## src/rtl/trap_ctrl_pkg.sv

```systemverilog
// trap_ctrl_pkg: shared widths, ecall/mret encodings and sequencer state encoding
package trap_ctrl_pkg;
    localparam int XLEN = 64;
    localparam int ILEN = 32;
    localparam logic [31:0] ECALL_ENC = 32'h0000_0073;
    localparam logic [31:0] MRET_ENC = 32'h3020_0073;
    localparam logic [6:0] SYSTEM_OP = 7'b111_0011;
    typedef enum logic [1:0] {IDLE, DRAIN, COMMIT, FLUSH} state_t;
endpackage

```

## src/rtl/trap_decode.sv

```systemverilog
// trap_decode: combinational ecall/mret classifier, shared with the CSR-side decode
module trap_decode
    import trap_ctrl_pkg::*;
(
    input  logic [ILEN-1:0] instr,
    output logic            is_ecall,
    output logic            is_mret
);
    logic is_system;
    always_comb begin
        is_system = instr[6:0] == SYSTEM_OP;
        is_ecall = is_system & (instr == ECALL_ENC);
        is_mret = is_system & (instr == MRET_ENC);
    end
endmodule

```

## src/rtl/trap_ctrl.sv

```systemverilog
// trap_ctrl: commit-stage ecall/mret sequencer (drain, CSR trap pulse, redirect, flush).
// Define TRAP_CTRL_PERF_EN to add the trap_cnt_o performance counter.
module trap_ctrl #(
    parameter int XLEN = 64,
    parameter int ILEN = 32,
    parameter int FLUSH_CYCLES = 2
) (
    input  logic            clk,
    input  logic            rst_n,
    input  logic            valid_i,
    input  logic [XLEN-1:0] pc_i,
    input  logic [ILEN-1:0] instr_i,
    input  logic            lsu_busy_i,
    input  logic [XLEN-1:0] mtvec_i,
    input  logic [XLEN-1:0] mepc_i,
    output logic [XLEN-1:0] csr_pc_o,
    output logic [ILEN-1:0] csr_instr_o,
    output logic            trap_o,
    output logic            ret_o,
    output logic            stall_o,
    output logic            flush_o,
    output logic            redirect_valid_o,
    output logic [XLEN-1:0] redirect_pc_o
`ifdef TRAP_CTRL_PERF_EN
    ,
    output logic [XLEN-1:0] trap_cnt_o
`endif
);
    import trap_ctrl_pkg::*;

    state_t          state, state_nxt;
    logic            is_ecall, is_mret, is_event, accept, kind_mret;
    logic [XLEN-1:0] pc_q, mepc_q, target_q;
    logic [ILEN-1:0] instr_q;
    logic [3:0]      cnt;

    trap_decode u_decode (
        .instr    (instr_i),
        .is_ecall (is_ecall),
        .is_mret  (is_mret)
    );

    always_comb begin
        is_event = is_ecall | is_mret;
        accept = (state == IDLE) & valid_i & is_event;
        state_nxt = state;
        case (state)
            IDLE:    state_nxt = accept ? (lsu_busy_i ? DRAIN : COMMIT) : IDLE;
            DRAIN:   state_nxt = lsu_busy_i ? DRAIN : COMMIT;
            COMMIT:  state_nxt = FLUSH;
            FLUSH:   state_nxt = (cnt == 4'd1) ? IDLE : FLUSH;
            default: state_nxt = IDLE;
        endcase
        stall_o = (state != IDLE) | (valid_i & is_event);
        trap_o = state == COMMIT;
        ret_o = trap_o & kind_mret;
        csr_pc_o = pc_q;
        csr_instr_o = trap_o ? instr_q : instr_i;
        flush_o = state == FLUSH;
        redirect_valid_o = flush_o & (cnt == 4'(FLUSH_CYCLES));
        redirect_pc_o = target_q & ~XLEN'(3);
    end

    always_ff @(posedge clk) begin
        if (!rst_n) begin
            state <= IDLE;
            cnt <= '0;
            kind_mret <= 1'b0;
            pc_q <= '0;
            instr_q <= '0;
            mepc_q <= '0;
            target_q <= '0;
        end else begin
            state <= state_nxt;
            if (accept) begin
                pc_q <= pc_i;
                instr_q <= instr_i;
                kind_mret <= is_mret;
            end
            // CSR rewrites mepc on the COMMIT edge, so the return target is captured on entry
            if (state_nxt == COMMIT)
                mepc_q <= mepc_i;
            if (state == COMMIT) begin
                target_q <= kind_mret ? mepc_q : mtvec_i;
                cnt <= 4'(FLUSH_CYCLES);
            end else if (state == FLUSH) begin
                cnt <= cnt - 4'd1;
            end
        end
    end

`ifdef TRAP_CTRL_PERF_EN
    always_ff @(posedge clk) begin
        if (!rst_n)
            trap_cnt_o <= '0;
        else if (trap_o)
            trap_cnt_o <= trap_cnt_o + XLEN'(1);
    end
`endif
endmodule
```

## config.mk

```make
export PLATFORM = sky130hd
export DESIGN_NAME = trap_ctrl
export DESIGN_NICKNAME = d
export VERILOG_FILES = /design/src/rtl/trap_ctrl_pkg.sv /design/src/rtl/trap_decode.sv /design/src/rtl/trap_ctrl.sv
export SDC_FILE = /design/constraint.sdc
export NUM_CORES = 1
export LEC_CHECK = 0
export CAP_MARGIN = 20
export CORE_MARGIN = 2
export CORE_UTILIZATION = 32
export CTS_BUF_LIST = sky130_fd_sc_hd__clkbuf_16
export DETAILED_ROUTE_END_ITERATION = 8
export PLACE_DENSITY = 0.72
export SLEW_MARGIN = 20
export SYNTH_ARGS = -nofsm -noshare
export SYNTH_HDL_FRONTEND = slang
export SYNTH_SLANG_ARGS = --single-unit
```

## constraint.sdc

```tcl
create_clock -name clk -period 2 [get_ports clk]
set_input_delay 0.4 -clock clk [delete_from_list [all_inputs] [get_ports clk]]
set_output_delay 0.4 -clock clk [all_outputs]
set_load 0.05 [all_outputs]
```

* Word-level counts from Yosys, hierarchy flattened
Cells that the tools add are included.
** Storage, ports and cells
- Bits in read-only memories :: 0
- Memories kept :: 0
- Output and inout bits :: 165
- Bits in latches :: 0
- Logic and storage cells :: 40
- Memory bits (writable) :: 0
- Input bits :: 228
- Register bits after elaboration :: 231
** Cells by class
- Divide/modulo/power cells :: 0
- Order comparisons :: 0
- Bitwise operators :: 10
- Shift-type cells :: 0
- Multiplexer cells :: 8
- Reductions and logical operators :: 4
- Multipliers :: 0
- Add/sub/neg operators :: 1
- Equality and inequality tests :: 9
** Operator list (count)
- 64-bit 2-to-1 mux :: 1
- 32-bit by 30-bit equality test with 1-bit output (second input constant) :: 1
- 32-bit by 7-bit equality test with 1-bit output (second input constant) :: 1
- 32-bit 2-to-1 mux :: 1
- 2-bit 2-to-1 mux :: 5
- 2-bit case mux with 4 select lines :: 1
- 1-bit bitwise AND :: 7
- 7-bit equality test (second input constant) :: 1
- 2-bit equality test (second input constant) :: 3
- 4-bit by 1-bit equality test with 1-bit output (second input constant) :: 1
- 4-bit by 2-bit equality test with 1-bit output (second input constant) :: 1
- 2-bit nonzero test :: 2
- 4-bit by 1-bit subtractor with 4-bit output (second input constant) :: 1
- 2-bit by 1-bit equality test with 1-bit output (second input constant) :: 1
- 2-bit logical NOT :: 1
- 1-bit bitwise OR :: 2
- 2-bit OR reduction :: 1
- 1-bit NOT :: 1

* Longest topological paths before layout
- Depth in word-level cells :: 7
- Mapped depth :: 9
- Mapped depth without buffers :: 7

* By module
From an unflattened synthesis, not the netlist that was laid out.
** Second synthesis, totals
- Cells, all modules :: 1083
- Area, all modules :: 10112.2 um^2
** Modules (own cells, without submodules)
- trap_ctrl :: area an instance 10004.6 um^2, cells each 1069, seq. area each 4544.4 um^2, times used 1
- trap_decode :: area an instance 107.6 um^2, cells each 14, seq. area each 0.0 um^2, times used 1

* Least setup slack after synthesis
No wires, ideal clock.
- Path type :: reg-to-output
- From :: register state[1]
- To :: output redirect_valid_o
- Slack :: -0.841 ns
- Required time :: 1.600 ns
- Buffers on the path :: 1
- Arrival time :: 2.441 ns
- Cell stages (with the launch flop) :: 4
- Path through :: dfxtp_1 clkbuf_1 nand2_1 nor4b_1
** Between the ends
- Longest elaborated chain between the ends :: 2
** RTL lines
- from (decl) :: line trap_ctrl.sv:31 : state_t state, state_nxt;
- from (signal assigned) :: line trap_ctrl.sv:74 : state <= state_nxt;
- 2-bit equality test :: line trap_ctrl.sv:59 : flush_o = state == FLUSH;
- 1-bit bitwise AND :: line trap_ctrl.sv:60 : redirect_valid_o = flush_o & (cnt == 4'(FLUSH_CYCLES));
- to (decl) :: line trap_ctrl.sv:22 : output logic redirect_valid_o,
Every way passes these cells.

* Final worst setup path
- From :: register state[1]
- To :: output csr_instr_o[24]
** Between the ends
- Longest elaborated chain between the ends :: 2
** RTL lines
- 2-bit equality test :: line trap_ctrl.sv:55 : trap_o = state == COMMIT;
- 32-bit 2-to-1 mux :: line trap_ctrl.sv:58 : csr_instr_o = trap_o ? instr_q : instr_i;
- to (decl) :: line trap_ctrl.sv:17 : output logic [ILEN-1:0] csr_instr_o,
Every way passes these cells.

==> flow_summary.toml <==
[finish]
final_area_um2 = 15400
synthToLayoutAreaGrowth_pct = 56.6
final_cells = 1940
nNetsFinal = 1752
drive_gt1_share_pct = 13.0
postLayoutCoreUtil_pct = 50.6

[synth]
synth_seq_cells = 227
synthFlopType = "dfxtp_1"
avgSynthCellArea_um2 = 8.50
netlist_area_um2 = 9860
synthCells = 1160
yosys_warnings = 0
synth-edff-count = 0
ys_types = 41
postSynth.asyncResetShare_pct = 0
ys_seq_area_share_pct = 46.1

[sta]
tightest_slew_ps = 555
max_freq_mhz = 445
rsz0062_at_grt = "yes"
clock_skew_ps = 25.0
fin_crit_ps = 2250
hold_viol = 0
setup_slack_ps = -246
setup_viol = 35
hold_slack_ps = 220
relSlewSlack_pct = 63.2
fin_crit_sh_pct = 112
timing.final.max_slew_violations = 0

[global_route]
grt_pass1_wl_um = 53200
antenna_found_initial = 3
grt_pass1_vias = 9555
grt_use_total_pct = 20.1
grt_max_degree = 125
grt_overflow = 0

[floorplanning]
die_h_um = 180
rows = 64
initial_core_util_pct = 32.3
die_area_um2 = 32200
die_width_um = 180
core_area_um2 = 30500
io_pins = 393

[power]
ir_worst_vdd_mv = 0.548
p_seq_share_pct = 44.6
internal_power_uw = 7720
p_total_uw = 10100
sw_frac_of_total_pct = 23.8
p_switching_uw = 2410
cellPowerDensity_nw_per_um2 = 656
p_leak_uw = 0.00629
p_comb_share_pct = 10.2
power_frac_clock_pct = 45.1

[critical_path]
path_class = "flip-flop to output port"
setup.worst_path.start_class = "flip-flop"
worstPathRequired_ps = 1600
crit_path_end_kind = "output port"
cp.arrival_ps = 1850
critPathMaxFanout = 9

[status]
status = "complete, but fails checks"
violations = "negative setup slack"

[detailed_routing]
drt-vias-per-instance = 5.17
wire_per_inst_um = 18.3
ant_nets = 0
vias = 10026
drcViolationCount = 0
dr.pass1.iters = 5
drt-total-wl_um = 35400
drt_iter0_drc = 503

[clock_network]
cts.root.buffer_cell = "clkbuf_16"
cts_sinks = 227
cts_tree = "yes"
numCtsBuffers = 26
clock_latency_ps = 550
htreeDepth = 1
clk_pin_slew_ps = 60
cts_buffer_depth = 3
ctsHoldBuffers = 0

[hold_path]
hold_path_class = "primary input to flip-flop"

[place]
gp_congestion = 0.805
post_dp_cell_area_um2 = 14200
hpwl_um = 23100
place_inst = 1873
port_buffers = 386

[job]
cap_violations = 0
cell families (layout without fill, tap and decap cells):
kind of cell	count (synthesis)	after routing	share of synthesized area (%)
AND/OR/NAND/NOR	517	517	23.8
flip-flops	227	227	46.1
AO/OA/AOI/OAI	203	203	14.4
buffers and inverters	114	494	5.24
multiplexers	95	95	10.1
adder cells (fa/ha/maj)	3	3	0.381
other	1	5	0.0380
critical path, stage by stage (launching register included):
cell	delay, ps
dfxtp_2	330
nor2b_4	170
buf_6	150
buf_16	140
mux2_2	350
buf_6	160
final timing paths:
path / startpoint / endpoint / slack [ps] / depth (start not counted)
worst max register to register: state[1]$_SDFF_PN0_ / csr_pc_o[18]$_SDFFE_PN0N_ / 60 / 6
worst max-delay path: state[1]$_SDFF_PN0_ / csr_instr_o[24] / -250 / 5
worst min register to register: csr_pc_o[63]$_SDFFE_PN0N_ / csr_pc_o[63]$_SDFFE_PN0N_ / 450 / 2
worst min-delay path: rst_n / cnt[1]$_SDFFE_PN0P_ / 220 / 3
placed cells by master, fill, tap and decap left out, types with 2 or more instances in the layout:
master	n
clkbuf_16	29
buf_4	43
a211oi_1	62
clkinv_2	5
mux2_2	10
clkdlybuf4s50_1	213
nor3_1	3
nand4_1	2
dlygate4sd2_1	118
bufinv_16	2
inv_1	10
nand3_1	186
buf_6	18
a31o_2	3
diode_2	3
clkinv_4	2
nor2_1	79
mux2_4	23
a22o_1	62
nand2_1	195
and3_1	26
buf_12	20
nor4_2	5
nand2_2	2
dlymetal6s2s_1	3
mux2i_1	62
buf_16	2
nand4b_1	3
a21oi_1	68
ha_1	3
dfxtp_1	225
conb_1	2
buf_8	21
clkinv_1	6
o21ai_0	4
cells in the mapped netlist (5+ instances only):
| cell | n | share of area (%) |
|---|---|---|
| nor4_1 | 5 | 0.32 |
| clkbuf_1 | 72 | 2.7 |
| and3_1 | 26 | 1.6 |
| mux2_2 | 33 | 3.8 |
| buf_6 | 7 | 0.80 |
| nor2_1 | 80 | 3.0 |
| nand2_1 | 197 | 7.5 |
| a211oi_1 | 62 | 4.7 |
| buf_1 | 9 | 0.34 |
| a21oi_1 | 69 | 3.5 |
| dfxtp_1 | 227 | 46 |
| mux2i_1 | 62 | 6.3 |
| buf_2 | 17 | 0.86 |
| a22o_1 | 62 | 5.5 |
| nand3_1 | 186 | 9.4 |
stage by stage:
stage	setup WS [ps]	TNS (ps)
after floorplan	37.6	0
after global placement	-372	-55180
after detailed placement	-410	-59660
after CTS	-260	-7900
after global routing	-308	-11700
final	-246	-7660
final cells by class:
class | instances | area, um2
tap | 396 | 495
antenna | 3 | 7.51
multi-input combinational | 820 | 4990
clock inverter | 22 | 164
inverter | 5 | 21.3
timing repair buffer | 441 | 4570
sequential | 227 | 4550
clock buffer | 26 | 651
fill | 2803 | 15100
power by group through the flow:
stage | Clock [uW] | Sequential, uW | Combinational (uW)
final | 4570 | 4520 | 1040
after global routing | 4860 | 4520 | 1090
after CTS | 4690 | 4520 | 1010
after detailed placement | 0 | 4620 | 969
after global placement | 0 | 4620 | 964
after floorplan | 0 | 4620 | 327
state kept, by name (all words and copies together), names as in the netlist:
name       flops
kind_mret      1
state          2
cnt            4
target_q      62
csr_pc_o      64
instr_q       32
mepc_q        62
timing repair:
action / 4_1_cts / 5_1_grt
gates cloned: 2 / 3
resized for setup: 177 / 41
buffers inserted: 7 / 5
pin swaps: 7 / 9
setup endpoints to repair: 147 / 184
metal layers:
layer  track usage, %  up-vias  share of wire [%]
li1                 -     4840                  -
met1             24.1     4744                 41
met2             35.6      370                 49
met3             3.97       72                5.9
met4             7.06        0                3.7
met5                0        -                  0
Power figures use the tool's default switching activity.
